### config.mk
export PLATFORM = sky130hd
export DESIGN_NAME = pll_reset_seq
export DESIGN_NICKNAME = d
export VERILOG_FILES = /design/src/rtl/pll_reset_seq.sv
export SDC_FILE = /design/constraint.sdc
export NUM_CORES = 1
export LEC_CHECK = 0
export BUFFER_PORTS_ARGS = -buffer_cell sky130_fd_sc_hd__buf_2
export CAP_MARGIN = 30
export CELL_PAD_IN_SITES_DETAIL_PLACEMENT = 1
export CELL_PAD_IN_SITES_GLOBAL_PLACEMENT = 1
export CORE_MARGIN = 3
export CORE_UTILIZATION = 30
export DETAILED_ROUTE_END_ITERATION = 8
export GPL_TIMING_DRIVEN = 1
export MAX_ROUTING_LAYER = met4
export PLACE_DENSITY = 0.65
export SLEW_MARGIN = 0
export SYNTH_ARGS = -nofsm -noshare
export SYNTH_HDL_FRONTEND = slang
export SYNTH_SLANG_ARGS = --single-unit
export TNS_END_PERCENT = 50
### constraint.sdc
create_clock -name clk_i -period 1.8 [get_ports clk_i]
set_input_delay 0 -clock clk_i [delete_from_list [all_inputs] [get_ports clk_i]]
set_output_delay 0 -clock clk_i [all_outputs]
set_load 0.02 [all_outputs]
### src/rtl/pll_reset_seq.sv
// pll_reset_seq: reset sequencer downstream of the PLL wrapper.
// Pulses the PLL reset, waits for a synchronized LOCKED, holds the system
// reset through a hold-off window, and re-issues the PLL reset on lock
// timeout or lock loss.
// Optional feature: define PLL_RESET_SEQ_STATS_EN to implement the saturating
// retry / lock-loss counters; otherwise both count outputs read 8'd0.
module pll_reset_seq #(
  parameter int unsigned PLL_RST_CYCLES = 16,
  parameter int unsigned LOCK_TIMEOUT   = 100000,
  parameter int unsigned HOLDOFF_CYCLES = 1024,
  parameter int unsigned SYNC_STAGES    = 2
) (
  input  logic       clk_i,
  input  logic       rst_i,
  input  logic       pll_locked_i,
  input  logic       soft_rst_i,
  output logic       pll_rst_o,
  output logic       rst_o,
  output logic       ready_o,
  output logic [7:0] retry_count_o,
  output logic [7:0] lock_loss_count_o
);

  // One shared counter must reach the largest terminal value minus one.
  localparam int unsigned MaxAb  = (PLL_RST_CYCLES > LOCK_TIMEOUT) ? PLL_RST_CYCLES
                                                                   : LOCK_TIMEOUT;
  localparam int unsigned CntLen = (MaxAb > HOLDOFF_CYCLES) ? MaxAb : HOLDOFF_CYCLES;
  localparam int unsigned CntW   = (CntLen > 1) ? $clog2(CntLen) : 1;

  localparam logic [CntW-1:0] PllRstLast  = CntW'(PLL_RST_CYCLES - 1);
  localparam logic [CntW-1:0] TimeoutLast = CntW'(LOCK_TIMEOUT - 1);
  localparam logic [CntW-1:0] HoldoffLast = CntW'(HOLDOFF_CYCLES - 1);

  typedef enum logic [1:0] {
    StPllRst,
    StWaitLock,
    StHoldoff,
    StRun
  } state_e;

  state_e                 state_q, state_d;
  logic [CntW-1:0]        cnt_q, cnt_d;
  logic                   cnt_clr;
  logic [SYNC_STAGES-1:0] sync_q;
  logic                   locked_s;

  // LOCKED is asynchronous; only the last synchronizer stage is ever used.
  always_ff @(posedge clk_i) begin
    if (rst_i) begin
      sync_q <= '0;
    end else begin
      sync_q <= {sync_q[SYNC_STAGES-2:0], pll_locked_i};
    end
  end

  assign locked_s = sync_q[SYNC_STAGES-1];

  // Next-state selection; soft reset overrides every other transition.
  always_comb begin
    state_d = state_q;
    cnt_clr = 1'b0;
    if (soft_rst_i) begin
      state_d = StPllRst;
      cnt_clr = 1'b1;
    end else begin
      unique case (state_q)
        StPllRst: begin
          if (cnt_q == PllRstLast) state_d = StWaitLock;
        end
        StWaitLock: begin
          if (locked_s)                  state_d = StHoldoff;
          else if (cnt_q == TimeoutLast) state_d = StPllRst;
        end
        StHoldoff: begin
          if (!locked_s)                 state_d = StWaitLock;
          else if (cnt_q == HoldoffLast) state_d = StRun;
        end
        StRun: begin
          if (!locked_s) state_d = StPllRst;
        end
        default: state_d = StPllRst;
      endcase
    end
    if (state_d != state_q) cnt_clr = 1'b1;
  end

  // RUN has no timed exit, so the counter is parked there.
  assign cnt_d = cnt_clr            ? '0    :
                 (state_q == StRun) ? cnt_q :
                                      cnt_q + CntW'(1);

  // State, counter and registered outputs decoded from the next state.
  always_ff @(posedge clk_i) begin
    if (rst_i) begin
      state_q   <= StPllRst;
      cnt_q     <= '0;
      pll_rst_o <= 1'b1;
      rst_o     <= 1'b1;
      ready_o   <= 1'b0;
    end else begin
      state_q   <= state_d;
      cnt_q     <= cnt_d;
      pll_rst_o <= (state_d == StPllRst);
      rst_o     <= (state_d != StRun);
      ready_o   <= (state_d == StRun);
    end
  end

`ifdef PLL_RESET_SEQ_STATS_EN
  logic       retry_inc, loss_inc;
  logic [7:0] retry_q, loss_q;

  assign retry_inc = !soft_rst_i && (state_q == StWaitLock) && !locked_s &&
                     (cnt_q == TimeoutLast);
  assign loss_inc  = !soft_rst_i && (state_q == StRun) && !locked_s;

  // Saturating event counters.
  always_ff @(posedge clk_i) begin
    if (rst_i) begin
      retry_q <= 8'd0;
      loss_q  <= 8'd0;
    end else begin
      if (retry_inc && (retry_q != 8'hff)) retry_q <= retry_q + 8'd1;
      if (loss_inc && (loss_q != 8'hff))   loss_q  <= loss_q + 8'd1;
    end
  end

  assign retry_count_o     = retry_q;
  assign lock_loss_count_o = loss_q;
`else
  assign retry_count_o     = 8'd0;
  assign lock_loss_count_o = 8'd0;
`endif

endmodule

==> results.toml <==
[outcome]
run_status = "completed"

[yosys]
yosys-top-cells-count = "dfxtp_1, buf_4, a21oi_1"
async_reset_ff_share_pct = 0
synth_area_um2 = 1340
syn_inst = 147
synthesis.area_per_instance_um2 = 9.10
synth_enable_flop_cells = 0
synth_top_flop_cell = "dfxtp_1"
synth_seq_cells = 24
post_synth_num_cell_types = 39
yosysSeqAreaShare_pct = 35.9
largest_cells_by_area_after_synthesis = "dfxtp_1, buf_4, xnor2_1, a21oi_1, xor2_1"
yosysWarningCount = 0
synth_top_cell_area_share_pct = 35.9
dominant_cell_type_by_area_after_synthesis = "dfxtp_1"
most_frequent_cell_after_synthesis = "dfxtp_1"

[critical_path]
setup.worst_path.class = "reg -> reg"
critical_path.endpoint_type = "register"
reg2reg_from = "cnt_q[5]"
timing.critical_path.arrival_ps = 1880
critical_path.startpoint_type = "register"
rr_worst_depth = 5
rrSetupSlack_ps = 90
critPathMaxFanout = 8
crit-reg2reg-capture = "cnt_q[0]"
cp.required_ps = 1960

[timing]
hold_slack_ps = 13.9
timing.final.crit_period_ps = 1710
fin_tns_setup_ps = 0
final_max_slew_viol_count = 0
final_hold_viol_count = 0
period_utilization_pct = 95.1
fmaxAchievable_ghz = 0.584
setup_violations = 0
fin_skew_ps = 8.70
rsz0062_at_grt = "no"
timing.final.ws_setup_ps = 87.4

[drt]
avgViaCountPerCell = 4.95
route.vias.total = 1024
routed_wirelength_um = 2830
detailedRoute.firstIterationViolations = 27
wl_per_cell_um = 13.7
route.detailed.drc = 0
ant_nets = 0
dr.pass1.iters = 4

[hold_path]
hold_start = "rst_i"
worstHoldPathType = "in -> reg"
holdPathStages = 2
timing.hold.worst_endpoint = "sync_q[0]"

[die]
coreArea_um2 = 4140
die_area_um2 = 5300
placement_rows = 23
die-height_um = 72.8
floorplan.initialDensity_pct = 32.3
die_width_um = 72.8
io_pins = 23

[finish]
post-route-util_pct = 35.4
syn_to_final_growth_pct = 9.54
reg_area_um2 = 480
multi_input_area_um2 = 786
final_cell_area_um2 = 1470
n_diodes = 0
num-fill-cells = 490
fraction_of_layout_cells_with_a_size_suffix_above_1_pct = 17.8
design.final.nets = 163

[power_and_ir_drop]
powerDensity_nw_per_um2 = 666
vdd_ir_drop_max_mv = 0.334
power_leakage_nw = 0.494

[cts]
cts_tree = "done"
clk_pin_slew_ps = 90
clock_tree.root_cell = "clkbuf_8"
cts_made_buffers = 3
deepest_clock_path_buffer_count = 2
clock_sink_count = 24
cts_setup_buffers = 0
clk-insertion-delay-late_ps = 270
htree_levels = 1

[placement]
detailed_place_hpwl_um = 2130
dp_worst_setup_slack_ps = 2.61
routabilityCongestion = 0.788
portBuffers = 6
postPlaceCellArea_um2 = 1380

[global_route]
via_count_of_the_first_global_routing_pass = 1100
grt_use_total_pct = 12.6
grt_max_degree = 14
antenna_found_initial = 0
gr-total-overflow = 0
grt_pass1_wl_um = 4970

[job]
max_cap_viol_count = 0
## per-layer routing
| layer | wire length, um | track usage, % | vias up | share of wire [%] |
|---|---|---|---|---|
| met1 | 1340 | 15.1 | 506 | 47 |
| li1 | - | - | 497 | - |
| met2 | 1340 | 19.5 | 16 | 47 |
| met3 | 83 | 2.89 | 5 | 2.9 |
| met5 | 0 | - | - | 0 |
| met4 | 66 | 6.76 | 0 | 2.3 |
## how the worst max path moves through the flow
stage	endpoint	depth (start not counted)	startpoint	slack, ps
floorplan	cnt_q[11]	5	cnt_q[5]	200
global placement	cnt_q[16]	5	cnt_q[5]	20
detailed placement	cnt_q[14]	5	cnt_q[5]	3
CTS	cnt_q[0]	5	cnt_q[5]	4
global route	cnt_q[0]	5	cnt_q[5]	8
finish	cnt_q[0]	5	cnt_q[5]	90
## worst max-delay path: stages (launching register included)
cell	delay, ps
dfxtp_1	350
or3_4	410
nand4bb_1	250
o22ai_4	250
a21o_2	260
a21oi_1	80
## through the flow
step / power, W / cells
detailed placement: 0.000613 / 202
finish: 0.000977 / 207
global route: 0.00103 / 207
CTS: 0.000990 / 207
floorplan: 0.000626 / 162
global placement: 0.000612 / 202
## area by class of cell
| class | count | area share (%) |
|---|---|---|
| flip-flops and latches | 24 | 32.8 |
| clock buffers | 4 | 3.76 |
| multi-input cells | 116 | 53.6 |
| well taps | 50 | 4.27 |
| repair buffers | 12 | 5.29 |
| inverters | 1 | 0.256 |
## placed cells by master (no fill, tap or decap), types with 4 or more instances in the layout
cell / instances
a21oi_1: 15
buf_2: 6
buf_4: 5
clkbuf_8: 4
conb_1: 16
dfxtp_1: 24
nand2_1: 12
nand3_1: 4
nand4_1: 4
nor2_1: 8
nor3_1: 6
xnor2_1: 10
xor2_1: 7
## cells by family (layout without fill, tap and decap cells)
kind of cell / count (synthesis) / in the layout / share of synthesized area (%)
flip-flops: 24 / 24 / 35.9
other: 1 / 16 / 0.280
multiplexers: 1 / 1 / 0.748
buffers and inverters: 22 / 17 / 11.0
adder cells (fa/ha/maj): 1 / 1 / 0.935
AO/OA/AOI/OAI: 27 / 27 / 15.5
AND/OR/NAND/NOR: 54 / 54 / 24.4
XOR/XNOR: 17 / 17 / 11.1
## sequential cells by signal, indices dropped and copies added (netlist names)
register	cells
ready_o	1
rst_o	1
pll_rst_o	1
sync_q	2
state_q	2
cnt_q	17
## report_power, final
part           leakage [nW]  internal (W)  switching, W
logic                 0.272     0.0000151     0.0000486
clock network        0.0288      0.000196      0.000178
registers             0.194      0.000535    0.00000434
total                 0.494      0.000745      0.000231
## repair_timing
item | CTS | global route
gates resized for setup | 0 | 4
hold buffers | 1 | 0
cloned | 0 | 0
endpoints found under the setup margin | 8 | 19
pin swaps | 1 | 3
endpoints found under the hold margin | 1 | 0
Power figures use the tool's default switching activity.
